## config.mk

```make
export PLATFORM = sky130hd
export DESIGN_NAME = prog_selector
export DESIGN_NICKNAME = d
export VERILOG_FILES = /design/src/rtl/dcm_pkg.sv /design/src/rtl/btn_debounce.sv /design/src/rtl/prog_selector.sv
export SDC_FILE = /design/constraint.sdc
export NUM_CORES = 1
export LEC_CHECK = 0
export BUFFER_PORTS_ARGS = -buffer_cell sky130_fd_sc_hd__buf_2
export CAP_MARGIN = 20
export CORE_AREA = 2 2 87 97
export DETAILED_ROUTE_END_ITERATION = 7
export DIE_AREA = 0 0 89 99
export GPL_ROUTABILITY_DRIVEN = 0
export PLACE_DENSITY_LB_ADDON = 0.15
export SLEW_MARGIN = 20
export SYNTH_ARGS = -nofsm -noshare
export SYNTH_HDL_FRONTEND = slang
export SYNTH_SLANG_ARGS = --single-unit
```

## constraint.sdc

```tcl
create_clock -name clock -period 4.9 [get_ports clock]
set_input_delay 0.98 -clock clock [delete_from_list [all_inputs] [get_ports clock]]
set_output_delay 0.98 -clock clock [all_outputs]
set_load 0.02 [all_outputs]
```

## src/rtl/dcm_pkg.sv

```systemverilog
// Shared constants and types for the digital clock manager and its program selector.
package dcm_pkg;

    localparam int PROG_W         = 3;
    localparam int DEBOUNCE_CNT_W = 24;

    // 10 ms at 100 MHz, matching the clock manager's COUNT_10 rate assumption
    localparam int unsigned DEBOUNCE_CYCLES_DEFAULT = 1_000_000;

    typedef logic [PROG_W-1:0] prog_t;

    // One staging step; opposing requests in the same cycle cancel out
    function automatic prog_t prog_step(input prog_t p, input logic up, input logic down);
        prog_t r;
        r = p;
        if (up && !down) begin
            r = p + prog_t'(1);
        end else if (down && !up) begin
            r = p - prog_t'(1);
        end
        return r;
    endfunction

endpackage

```

## src/rtl/btn_debounce.sv

```systemverilog
// One push-button front end: 2-flop synchroniser, stable-count debounce and a
// registered rising-edge pulse on the accepted level.
module btn_debounce
    import dcm_pkg::*;
#(
    parameter int unsigned DEBOUNCE_CYCLES = DEBOUNCE_CYCLES_DEFAULT
) (
    input  logic clock,
    input  logic reset,
    input  logic raw,
    output logic level,
    output logic press
);

    localparam logic [DEBOUNCE_CNT_W-1:0] CNT_LAST = DEBOUNCE_CNT_W'(DEBOUNCE_CYCLES - 1);

    logic                      sync_p0;
    logic                      sync_p1;
    logic                      level_q;
    logic [DEBOUNCE_CNT_W-1:0] cnt;

    always_ff @(posedge clock) begin
        if (reset) begin
            sync_p0 <= 1'b0;
            sync_p1 <= 1'b0;
            cnt     <= '0;
            level   <= 1'b0;
            level_q <= 1'b0;
            press   <= 1'b0;
        end else begin
            // synchroniser stage boundary
            sync_p0 <= raw;
            sync_p1 <= sync_p0;

            // any sample agreeing with the accepted level restarts the count
            if (sync_p1 == level) begin
                cnt <= '0;
            end else if (cnt == CNT_LAST) begin
                level <= sync_p1;
                cnt   <= '0;
            end else begin
                cnt <= cnt + 1'b1;
            end

            // edge-detect stage boundary
            level_q <= level;
            press   <= level & ~level_q;
        end
    end

endmodule

```

## src/rtl/prog_selector.sv

```systemverilog
// Button-driven program code staging and commit strobe feeding the clock
// manager's prog_in / update_clock inputs.
module prog_selector
    import dcm_pkg::*;
#(
    parameter int unsigned DEBOUNCE_CYCLES = DEBOUNCE_CYCLES_DEFAULT,
    parameter prog_t       PROG_RESET      = 3'd0
) (
    input  logic              clock,
    input  logic              reset,
    input  logic              btn_up,
    input  logic              btn_down,
    input  logic              btn_load,
    output logic [PROG_W-1:0] prog,
    output logic              update_clock,
    output logic [PROG_W-1:0] committed,
    output logic              pending
);

    logic up_level;
    logic down_level;
    logic load_level;
    logic up_press;
    logic down_press;
    logic load_press;
    logic hold_up;
    logic hold_down;
    logic step_up;
    logic step_down;
    logic unused_levels;

    btn_debounce #(.DEBOUNCE_CYCLES(DEBOUNCE_CYCLES)) u_up (
        .clock (clock),
        .reset (reset),
        .raw   (btn_up),
        .level (up_level),
        .press (up_press)
    );

    btn_debounce #(.DEBOUNCE_CYCLES(DEBOUNCE_CYCLES)) u_down (
        .clock (clock),
        .reset (reset),
        .raw   (btn_down),
        .level (down_level),
        .press (down_press)
    );

    btn_debounce #(.DEBOUNCE_CYCLES(DEBOUNCE_CYCLES)) u_load (
        .clock (clock),
        .reset (reset),
        .raw   (btn_load),
        .level (load_level),
        .press (load_press)
    );

    assign unused_levels = up_level ^ down_level ^ load_level;

    // A step deferred past a strobe is replayed alongside any fresh event
    assign step_up   = up_press | hold_up;
    assign step_down = down_press | hold_down;

    always_ff @(posedge clock) begin
        if (reset) begin
            prog         <= PROG_RESET;
            committed    <= PROG_RESET;
            update_clock <= 1'b0;
            pending      <= 1'b0;
            hold_up      <= 1'b0;
            hold_down    <= 1'b0;
        end else begin
            update_clock <= load_press;
            pending      <= (prog != committed);

            // prog is frozen on the edge that raises the strobe so the
            // clock manager's level-sensitive capture sees a stable code
            if (load_press) begin
                committed <= prog;
                hold_up   <= step_up;
                hold_down <= step_down;
            end else begin
                prog      <= prog_step(prog, step_up, step_down);
                hold_up   <= 1'b0;
                hold_down <= 1'b0;
            end
        end
    end

endmodule
```

==> results of run 1 <==
-- synthesized netlist by cell type, types with 2 or more instances --
master	count	area share (%)
and2_1	5	0.75
or4b_2	2	0.48
nand2_1	21	1.9
nand3_1	22	2.6
and3_1	9	1.3
clkbuf_1	14	1.3
or4_1	8	1.4
dfxtp_1	97	46
nor2_1	70	6.3
nand4_4	2	1.0
o21ai_1	3	0.36
nand4_1	22	3.3
o31ai_1	5	0.90
nor2b_1	10	1.5
or3_1	12	1.8
nor4_1	15	2.2
o221ai_1	3	0.63
nand2b_1	3	0.45
xnor2_1	33	6.9
a21oi_1	20	2.4
inv_1	16	1.4
buf_2	2	0.24
xor2_1	18	3.8
o21ai_0	16	1.9
nor3_1	11	1.3
ha_1	4	1.2
and4_1	8	1.7
mux2i_1	5	1.2
-- kinds of logic after synthesis --
kind of cell               after synthesis  share of synthesized area, %
muxes                                    5                         1.196
buffers and inverters                   32                         2.931
AOI/OAI and AO/OA                       53                         7.477
DFF                                     97                         46.41
adders and majority gates                5                         1.675
xor gates and xnor gates                51                         10.68
and+or+nand+nor                        227                         29.64
-- layout make-up --
| cell class | count | area (um2) |
|---|---|---|
| Clock buffer | 9 | 123.9 |
| Timing Repair Buffer | 13 | 67.56 |
| Tap cell | 108 | 135.1 |
| Inverter | 16 | 60.06 |
| Clock inverter | 7 | 73.82 |
| Fill cell | 747 | 3292 |
| Multi-Input combinational cell | 341 | 2133 |
| Sequential cell | 97 | 1942 |
-- layer usage --
layer / global-route usage [%] / vias up
met5: 0 / -
met4: 6.200 / 0
met3: 4.020 / 9
met2: 29.97 / 29
met1: 23.03 / 1483
li1: - / 1677
-- stage by stage --
stage / worst slack, ns / power (mW) / hold slack (ns)
finish: 2.786 / 1.313 / 0.3977
floorplan: 3.030 / 0.8197 / 0.3674
CTS: 2.531 / 1.331 / 0.3998
global placement: 2.435 / 0.8241 / 0.3719
detailed placement: 2.398 / 0.8245 / 0.3732
global route: 2.573 / 1.358 / 0.4114
-- power by group --
| part | total, mW | internal (mW) | switching (mW) |
|---|---|---|---|
| clock network | 0.507 | 0.200 | 0.307 |
| registers | 0.792 | 0.791 | 0.00163 |
| logic | 0.0135 | 0.00450 | 0.00900 |
| total | 1.31 | 0.995 | 0.318 |
-- layout by cell type, fill, tap and decap left out, types with 8 or more instances in the layout --
cell type and instances:
xnor2_1 33, nor2b_1 10, dfxtp_1 97, nand2_1 21, and4_1 8, buf_2 12
inv_1 16, and3_1 9, nor2_1 70, nor4_1 14, nand3_1 22, or3_1 12
xor2_1 18, a21oi_1 20, nand4_1 22, o21ai_0 16, or4_1 8, clkbuf_8 9
nor3_1 11
-- critical path: stages (launching register included) --
cell	delay (ns)
dfxtp_1	0.39
ha_1	0.25
and3_1	0.25
nand4_1	0.18
o21ai_2	0.77
nor2_1	0.11
-- final timing paths --
check                      start       endpoint  slack [ns]  depth (start not counted)
setup / recovery   u_load.cnt[0]  u_load.cnt[2]        2.79                          5
hold reg to reg   u_load.level_q   u_load.press        0.40                          1
hold / removal    u_load.level_q   u_load.press        0.40                          1
setup reg to reg   u_load.cnt[0]  u_load.cnt[2]        2.79                          5
-- flip-flops by register name (all words and copies together) (netlist names), 3 cells and up --
register    count
committed       3
u_down.cnt     24
u_load.cnt     24
prog            3
u_up.cnt       24
==> out/metrics.cfg, run 1 <==
[global_route]
globalRouteOverflowTotal = 0
grt_use_total_pct = 18.08
antenna_found_initial = 0
grt_pass1_wl_um = 12890
grt_max_degree = 26
first_global_vias = 3021

[placed_design]
placed_area_um2 = 4328
placed_cells = 575
port-buffer-count = 12
hpwlAfterDp_um = 5059

[setup_path]
cp.arrival_ns = 2.33
cp-end-kind = register
critPathLaunchType = register
path_class = reg -> reg
path_max_fanout = 23
cp.required_ns = 5.11

[synth]
synthFlopType = dfxtp_1
synth_enable_flop_cells = 0
ys_seq_area_share_pct = 46.41
syn_avg_cell_area_um2 = 8.902
synthCells = 470
synth.distinct_cells = 42
syn-cell-area_um2 = 4184
syn_nets = 480
synthArstFlopShare_pct = 0
yosys_warnings = 0
synth-seq-cells = 97

[die]
die_y_um = 99
placementRows = 34
ios = 13
start_util_pct = 53.45
coreArea_um2 = 7828
die_area_um2 = 8811
dieWidth_um = 89

[route]
first_pass_iters = 4
drtIter0Drc = 67
via_count = 3198
dr_wl_met3_um = 177
highest_layer = met4
wl_um = 7429
final_antenna_net_count = 0
wl_met1_um = 3556
route.detailed.drc = 0
wire_per_inst_um = 12.57
vias_per_cell = 5.411
wl_met2_um = 3599

[sta]
finalCritPeriodShare_pct = 43.14
slew_headroom_pct = 39.02
drv_slew = 0
finalHoldViolCount = 0
rsz0062_at_grt = no
fin_crit_ns = 2.114
fmax_ghz = 0.4730
tightest_slew_ns = 0.9146
fin_skew_ns = 0.01568
setup_viol = 0
setup-tns-final_ns = 0

[cts]
cts_tree = done
cts_buffer_depth = 2
cts_num_sinks = 97
ctsRootBufferMaster = clkbuf_8
cts_htree_levels = 3
clk_pin_slew_ns = 0.09
cts_setup_buffers = 0
clkLatencyLatePin_ns = 0.37
cts_hold_buf = 0
cts_buffers = 9
cts.repair.resized = 0

[worst_hold_path]
holdCritPathClass = reg -> reg

[finish]
area_delta_synth_final_pct = 8.403
nets = 488
num_antenna_cells = 0
drive_gt1_share_pct = 8.489
final_util_pct = 57.94
final_area_um2 = 4536
instances_no_fill = 591

[pwr]
p_per_area_nw_per_um2 = 289.5
ir_worst_vdd_v = 0.0001496
power_leakage_nw = 1.439

[status]
status = finished clean

[job]
maxCapViolCount = 0

No activity file was read; power rests on OpenSTA's default activity.
==> inputs of run 2 (changes only) <==
Clock period 4.9 ns to 2.2 ns, I/O delays scaled along.
==> run 2 against run 1 <==
Sequential share of layout area decreased by 0.50 points. Worst hold slack got worse by 0.11 ns. Flip-flop and latch count unchanged. Critical path type unchanged. Clock skew decreased by 0.0014 ns. Power increased by 120%. Fmax increased by 6.0%.
==> out/metrics.cfg, run 2 (synthesis results as in run 1) <==
[finish]
drive_gt1_share_pct = 9.919  ; +1.4 points
layout_common_cells = dfxtp_1 (97), nor2_1 (70), xnor2_1 (33)
area_delta_synth_final_pct = 9.689
final_util_pct = 58.63  ; +0.69 points
num_antenna_cells = 0  ; unchanged
largestRegisters = u_down.cnt x24, u_load.cnt x24, u_up.cnt x24
nets = 499  ; +2.3%
instances_no_fill = 602  ; +1.9%
final_common_cell = dfxtp_1

[cts]
cts.repair.resized = 0  ; unchanged
clk_pin_slew_ns = 0.10  ; about the same
cts_num_sinks = 97  ; unchanged
cts_htree_levels = 3  ; unchanged
cts_setup_buffers = 0  ; unchanged
cts_buffer_depth = 2  ; unchanged
cts_hold_buf = 0  ; unchanged
cts_buffers = 9  ; unchanged
clkLatencyLatePin_ns = 0.36  ; about the same
ctsRootBufferMaster = clkbuf_8
cts_tree = done

[sta]
finalHoldViolCount = 0  ; unchanged
fin_skew_ns = 0.01432  ; -0.001357 ns
drv_slew = 0  ; unchanged
finalCritPeriodShare_pct = 90.68  ; +48 points
fin_crit_ns = 1.995  ; -0.1191 ns
finalWorstSetupSlack_ns = 0.2050  ; -2.581 ns
tightest_slew_ns = 0.4236  ; -0.4911 ns
slew_headroom_pct = 71.50  ; +32 points
setup_viol = 0  ; unchanged
fmax_ghz = 0.5013  ; +6.0%
setup-tns-final_ns = 0  ; unchanged
whs_ns = 0.2901  ; -0.1077 ns
rsz0062_at_grt = no

[route]
wl_um = 7585  ; +2.1%
via_count = 3208  ; +0.31%
route.detailed.drc = 0  ; unchanged
wire_per_inst_um = 12.60  ; +0.23%
first_pass_iters = 4  ; unchanged
drtIter0Drc = 115  ; +72%
final_antenna_net_count = 0  ; unchanged
vias_per_cell = 5.329  ; -1.5%

[pwr]
power_leakage_nw = 1.489  ; +3.5%
ir_worst_vdd_v = 0.0003125  ; +110%
internal_power_mw = 2.207  ; +120%
pwr-share-clk_pct = 37.7  ; -0.9 points
netSwitchingFraction_pct = 23.47  ; -0.72 points
p_sw_mw = 0.6767  ; +110%
pwr-share-seq_pct = 61.2  ; +0.9 points
p_per_area_nw_per_um2 = 628.3  ; +120%
p_comb_share_pct = 1.2  ; +0.2 points

[placed_design]
place_ws_ns = 0.2131  ; -2.184 ns
hpwlAfterDp_um = 5484  ; +8.4%
placed_cells = 586  ; +1.9%
port-buffer-count = 12  ; unchanged

[die]
die_area_um2 = 8811  ; unchanged
start_util_pct = 53.45  ; unchanged
ios = 13  ; unchanged
coreArea_um2 = 7828  ; unchanged
placementRows = 34  ; unchanged
die_y_um = 99  ; unchanged
dieWidth_um = 89  ; unchanged

[status]
status = finished clean

[global_route]
grt_max_degree = 26  ; unchanged
met3_usage_pct = 2.764  ; -1.3 points
grt_use_met1_pct = 21.56  ; -1.5 points
first_global_vias = 3079  ; +1.9%
globalRouteOverflowTotal = 0  ; unchanged
grt.busiest_layer = met2
grtUsageMet2_pct = 33.64  ; +3.7 points
grt_use_total_pct = 18.50  ; +0.42 points
grt_pass1_wl_um = 13210  ; +2.5%
antenna_found_initial = 0  ; unchanged

[setup_path]
path_max_fanout = 9  ; -61%
cp-end-kind = register
path_class = reg -> reg
critPathLaunchType = register
cp.required_ns = 2.50  ; -2.61 ns
cp.arrival_ns = 2.29  ; -0.04 ns

[worst_hold_path]
holdCritPathClass = in -> reg

[job]
maxCapViolCount = 0  ; unchanged

[run 2: cell count changes in the layout (fill, tap and decap cells not counted), sizes merged]
cell,previous run,this run
buf,13,24
clkinvlp,2,1
inv,19,21
clkinv,2,1
[run 2: critical path, stage by stage, from the launching register on]
cell,delay (ns)
dfxtp_1,0.48
nand4_4,0.16
or4_1,0.65
or4_1,0.51
a21oi_1,0.15
[run 2: cell type report]
class                           instances  area [um2]
Fill cell                             726        3238
Timing Repair Buffer                   24       150.1
Inverter                               16       60.06
Tap cell                              108       135.1
Multi-Input combinational cell        341        2120
Clock inverter                          7       58.81
Sequential cell                        97        1942
Clock buffer                            9       123.9
[run 2: per-stage QoR]
stage	cell area (um2)	power (mW)
6_report	4589	2.884
4_1_cts	4589	2.925
2_1_floorplan	4184	1.826
3_3_place_gp	4407	1.839
3_5_place_dp	4407	1.839
5_1_grt	4589	2.998
[run 2: power by group through the flow]
stage	clock (mW)	sequential, mW	combinational (mW)
after CTS	1.13	1.76	0.0338
final	1.09	1.76	0.0332
after global routing	1.19	1.77	0.0372
after global placement	0	1.81	0.0330
after floorplan	0	1.80	0.0211
after detailed placement	0	1.81	0.0337
[run 2: worst paths after layout]
path | startpoint | depth (start not counted) | slack (ns) | to
max | u_load.cnt[8] | 4 | 0.20 | u_load.cnt[23]
min | btn_down | 2 | 0.29 | u_down.sync_p0
max reg2reg | u_load.cnt[8] | 4 | 0.20 | u_load.cnt[23]
min reg2reg | u_up.level_q | 1 | 0.39 | u_up.press
[run 2: metal layers]
| layer | wire length, um | up-vias | share of wire (%) |
|---|---|---|---|
| li1 | - | 1692 | - |
| met3 | 122 | 13 | 1.6 |
| met5 | 0 | - | 0 |
| met1 | 3428 | 1478 | 45 |
| met4 | 130 | 0 | 1.7 |
| met2 | 3903 | 25 | 51 |
==> inputs of run 3 (changes only) <==
Settings changed: CORE_AREA 2 2 87 97 to 2 2 101 84, DIE_AREA 0 0 89 99 to 0 0 103 86.
==> run 3 against run 2 <==
Setup slack got worse by 0.057 ns. Clock-buffer cell count increased by 4. Clock skew decreased by 0.0079 ns. Non-clock buffer count decreased by 2. Die area increased by 0.53%. Worst hold slack improved by 0.0072 ns. Routed wire length increased by 1.6%. Register-to-register slack got worse by 0.06 ns. Highest routed layer unchanged.
==> out/metrics.cfg, run 3 (synthesis results as in run 1) <==
[route]
final_antenna_net_count = 0  ; unchanged
via_count = 3258  ; +1.6%
wire_per_inst_um = 12.86  ; +2.1%
vias_per_cell = 5.439  ; +2.1%
first_pass_iters = 4  ; unchanged
drtIter0Drc = 81  ; -30%
wl_um = 7703  ; +1.6%
route.detailed.drc = 0  ; unchanged

[finish]
num_antenna_cells = 0  ; unchanged
drive_gt1_share_pct = 8.961  ; -0.96 points
instances_no_fill = 599  ; -0.50%
seq_area_um2 = 1942  ; unchanged
largestRegisters = u_down.cnt x24, u_load.cnt x24, u_up.cnt x24
fillers = 714  ; -1.7%
layout_common_cells = dfxtp_1 (97), nor2_1 (70), xnor2_1 (33)
nets = 497  ; -0.40%
final_util_pct = 59.09  ; +0.46 points
multi_input_area_um2 = 2120  ; unchanged
final_common_cell = dfxtp_1
area_delta_synth_final_pct = 9.659  ; about the same

[sta]
rsz0062_at_grt = no
setup-tns-final_ns = 0  ; unchanged
fmax_ghz = 0.4874  ; -2.8%
slew_headroom_pct = 70.87  ; -0.63 points
fin_crit_ns = 2.052  ; +0.05683 ns
drv_slew = 0  ; unchanged
finalCritPeriodShare_pct = 93.27  ; +2.6 points
tightest_slew_ns = 0.4353  ; +0.01176 ns
setup_viol = 0  ; unchanged
fin_skew_ns = 0.006417  ; -0.007905 ns
finalHoldViolCount = 0  ; unchanged
whs_ns = 0.2973  ; +0.007224 ns

[setup_path]
path_max_fanout = 9  ; unchanged
cp.arrival_ns = 2.34  ; +0.05 ns
r2r-end = u_load.cnt[23]
cp.required_ns = 2.49  ; about the same
reg2reg_slack_ns = 0.15  ; -0.06 ns
worstRegToRegCells = 4  ; unchanged
critPathLaunchType = register
path_class = reg -> reg
r2r_start = u_load.cnt[8]
cp-end-kind = register

[cts]
clk_pin_slew_ns = 0.09  ; about the same
cts_num_sinks = 97  ; unchanged
cts_htree_levels = 3  ; unchanged
cts_tree = done
cts_buffer_depth = 2  ; unchanged
cts_hold_buf = 0  ; unchanged
cts_setup_buffers = 0  ; unchanged
ctsRootBufferMaster = clkbuf_8
clkLatencyLatePin_ns = 0.35  ; about the same
cts_buffers = 9  ; unchanged
cts.repair.resized = 0  ; unchanged

[die]
coreArea_um2 = 7765  ; -0.80%
die_y_um = 86  ; -13%
dieWidth_um = 103  ; +16%
die_area_um2 = 8858  ; +0.53%
ios = 13  ; unchanged
start_util_pct = 53.88  ; +0.43 points
placementRows = 29  ; -15%

[pwr]
power_leakage_nw = 1.482  ; -0.47%
ir_worst_vdd_v = 0.0003821  ; +22%
p_per_area_nw_per_um2 = 641.9  ; +2.2%
finalPower_mw = 2.945  ; +2.1%

[status]
status = finished clean

[global_route]
grt_use_total_pct = 19.15  ; +0.65 points
first_global_vias = 2994  ; -2.8%
grt_pass1_wl_um = 13590  ; +2.9%
antenna_found_initial = 0  ; unchanged
grt_max_degree = 26  ; unchanged
globalRouteOverflowTotal = 0  ; unchanged

[job]
maxCapViolCount = 0  ; unchanged

[placed_design]
placed_cells = 584  ; -0.34%
hpwlAfterDp_um = 5162  ; -5.9%
port-buffer-count = 12  ; unchanged

[worst_hold_path]
holdCritPathClass = in -> reg
whs_endpoint = u_down.sync_p0
hold_path.startpoint = btn_down
hold_depth = 2  ; unchanged

[run 3: cell types whose count changed in the layout (fill, tap and decap cells not counted), sizes merged]
| cell | before | now |
|---|---|---|
| inv | 21 | 16 |
| bufinv | 0 | 1 |
| clkinv | 1 | 0 |
| clkbuf | 9 | 13 |
| buf | 24 | 22 |
[run 3: area by class of cell]
type | instances | share of cell area [%]
Clock buffer | 13 | 3.463
Timing Repair Buffer | 22 | 2.945
Multi-Input combinational cell | 341 | 46.20
Clock inverter | 2 | 0.8181
Sequential cell | 97 | 42.32
Tap cell | 108 | 2.945
Inverter | 16 | 1.309
[run 3: stage by stage]
step           setup WS (ns)  instance area, um2
2_1_floorplan         0.3297                4184
3_3_place_gp          0.2260                4392
4_1_cts               0.1651                4588
3_5_place_dp          0.1907                4392
5_1_grt              0.03970                4588
6_report              0.1482                4588
[run 3: how the worst max path moves through the flow]
stage | startpoint | cells past startpoint | slack [ns] | endpoint
after floorplan | u_load.cnt[4] | 6 | 0.33 | u_load.cnt[23]
after global placement | u_load.cnt[8] | 4 | 0.23 | u_load.cnt[23]
after detailed placement | u_load.cnt[8] | 4 | 0.19 | u_load.cnt[23]
after CTS | u_load.cnt[8] | 4 | 0.17 | u_load.cnt[23]
after global routing | u_load.cnt[8] | 4 | 0.04 | u_load.cnt[23]
final | u_load.cnt[8] | 4 | 0.15 | u_load.cnt[23]
[run 3: power by group]
group | leakage [nW] | internal (mW) | total [mW] | switching (mW)
clock | 0.0957 | 0.583 | 1.15 | 0.566
combinational | 0.604 | 0.0110 | 0.0323 | 0.0213
sequential | 0.782 | 1.76 | 1.76 | 0.00351
[run 3: worst max-delay path, stage by stage (launching register included)]
cell and delay, ns:
dfxtp_1 0.48, nand4_4 0.16, or4_1 0.68, or4_1 0.52
a21oi_1 0.15
[run 3: per-layer routing]
layer  routed length [um]  vias to the layer above  global-route usage (%)  part of all wire (%)
li1                     -                     1692                       -                     -
met1                 4093                     1517                   27.10                    53
met2                 3247                       38                   28.04                    42
met3                  255                       11                   5.786                   3.3
met4                  106                        0                   5.981                   1.4
met5                    0                        -                       0                     0
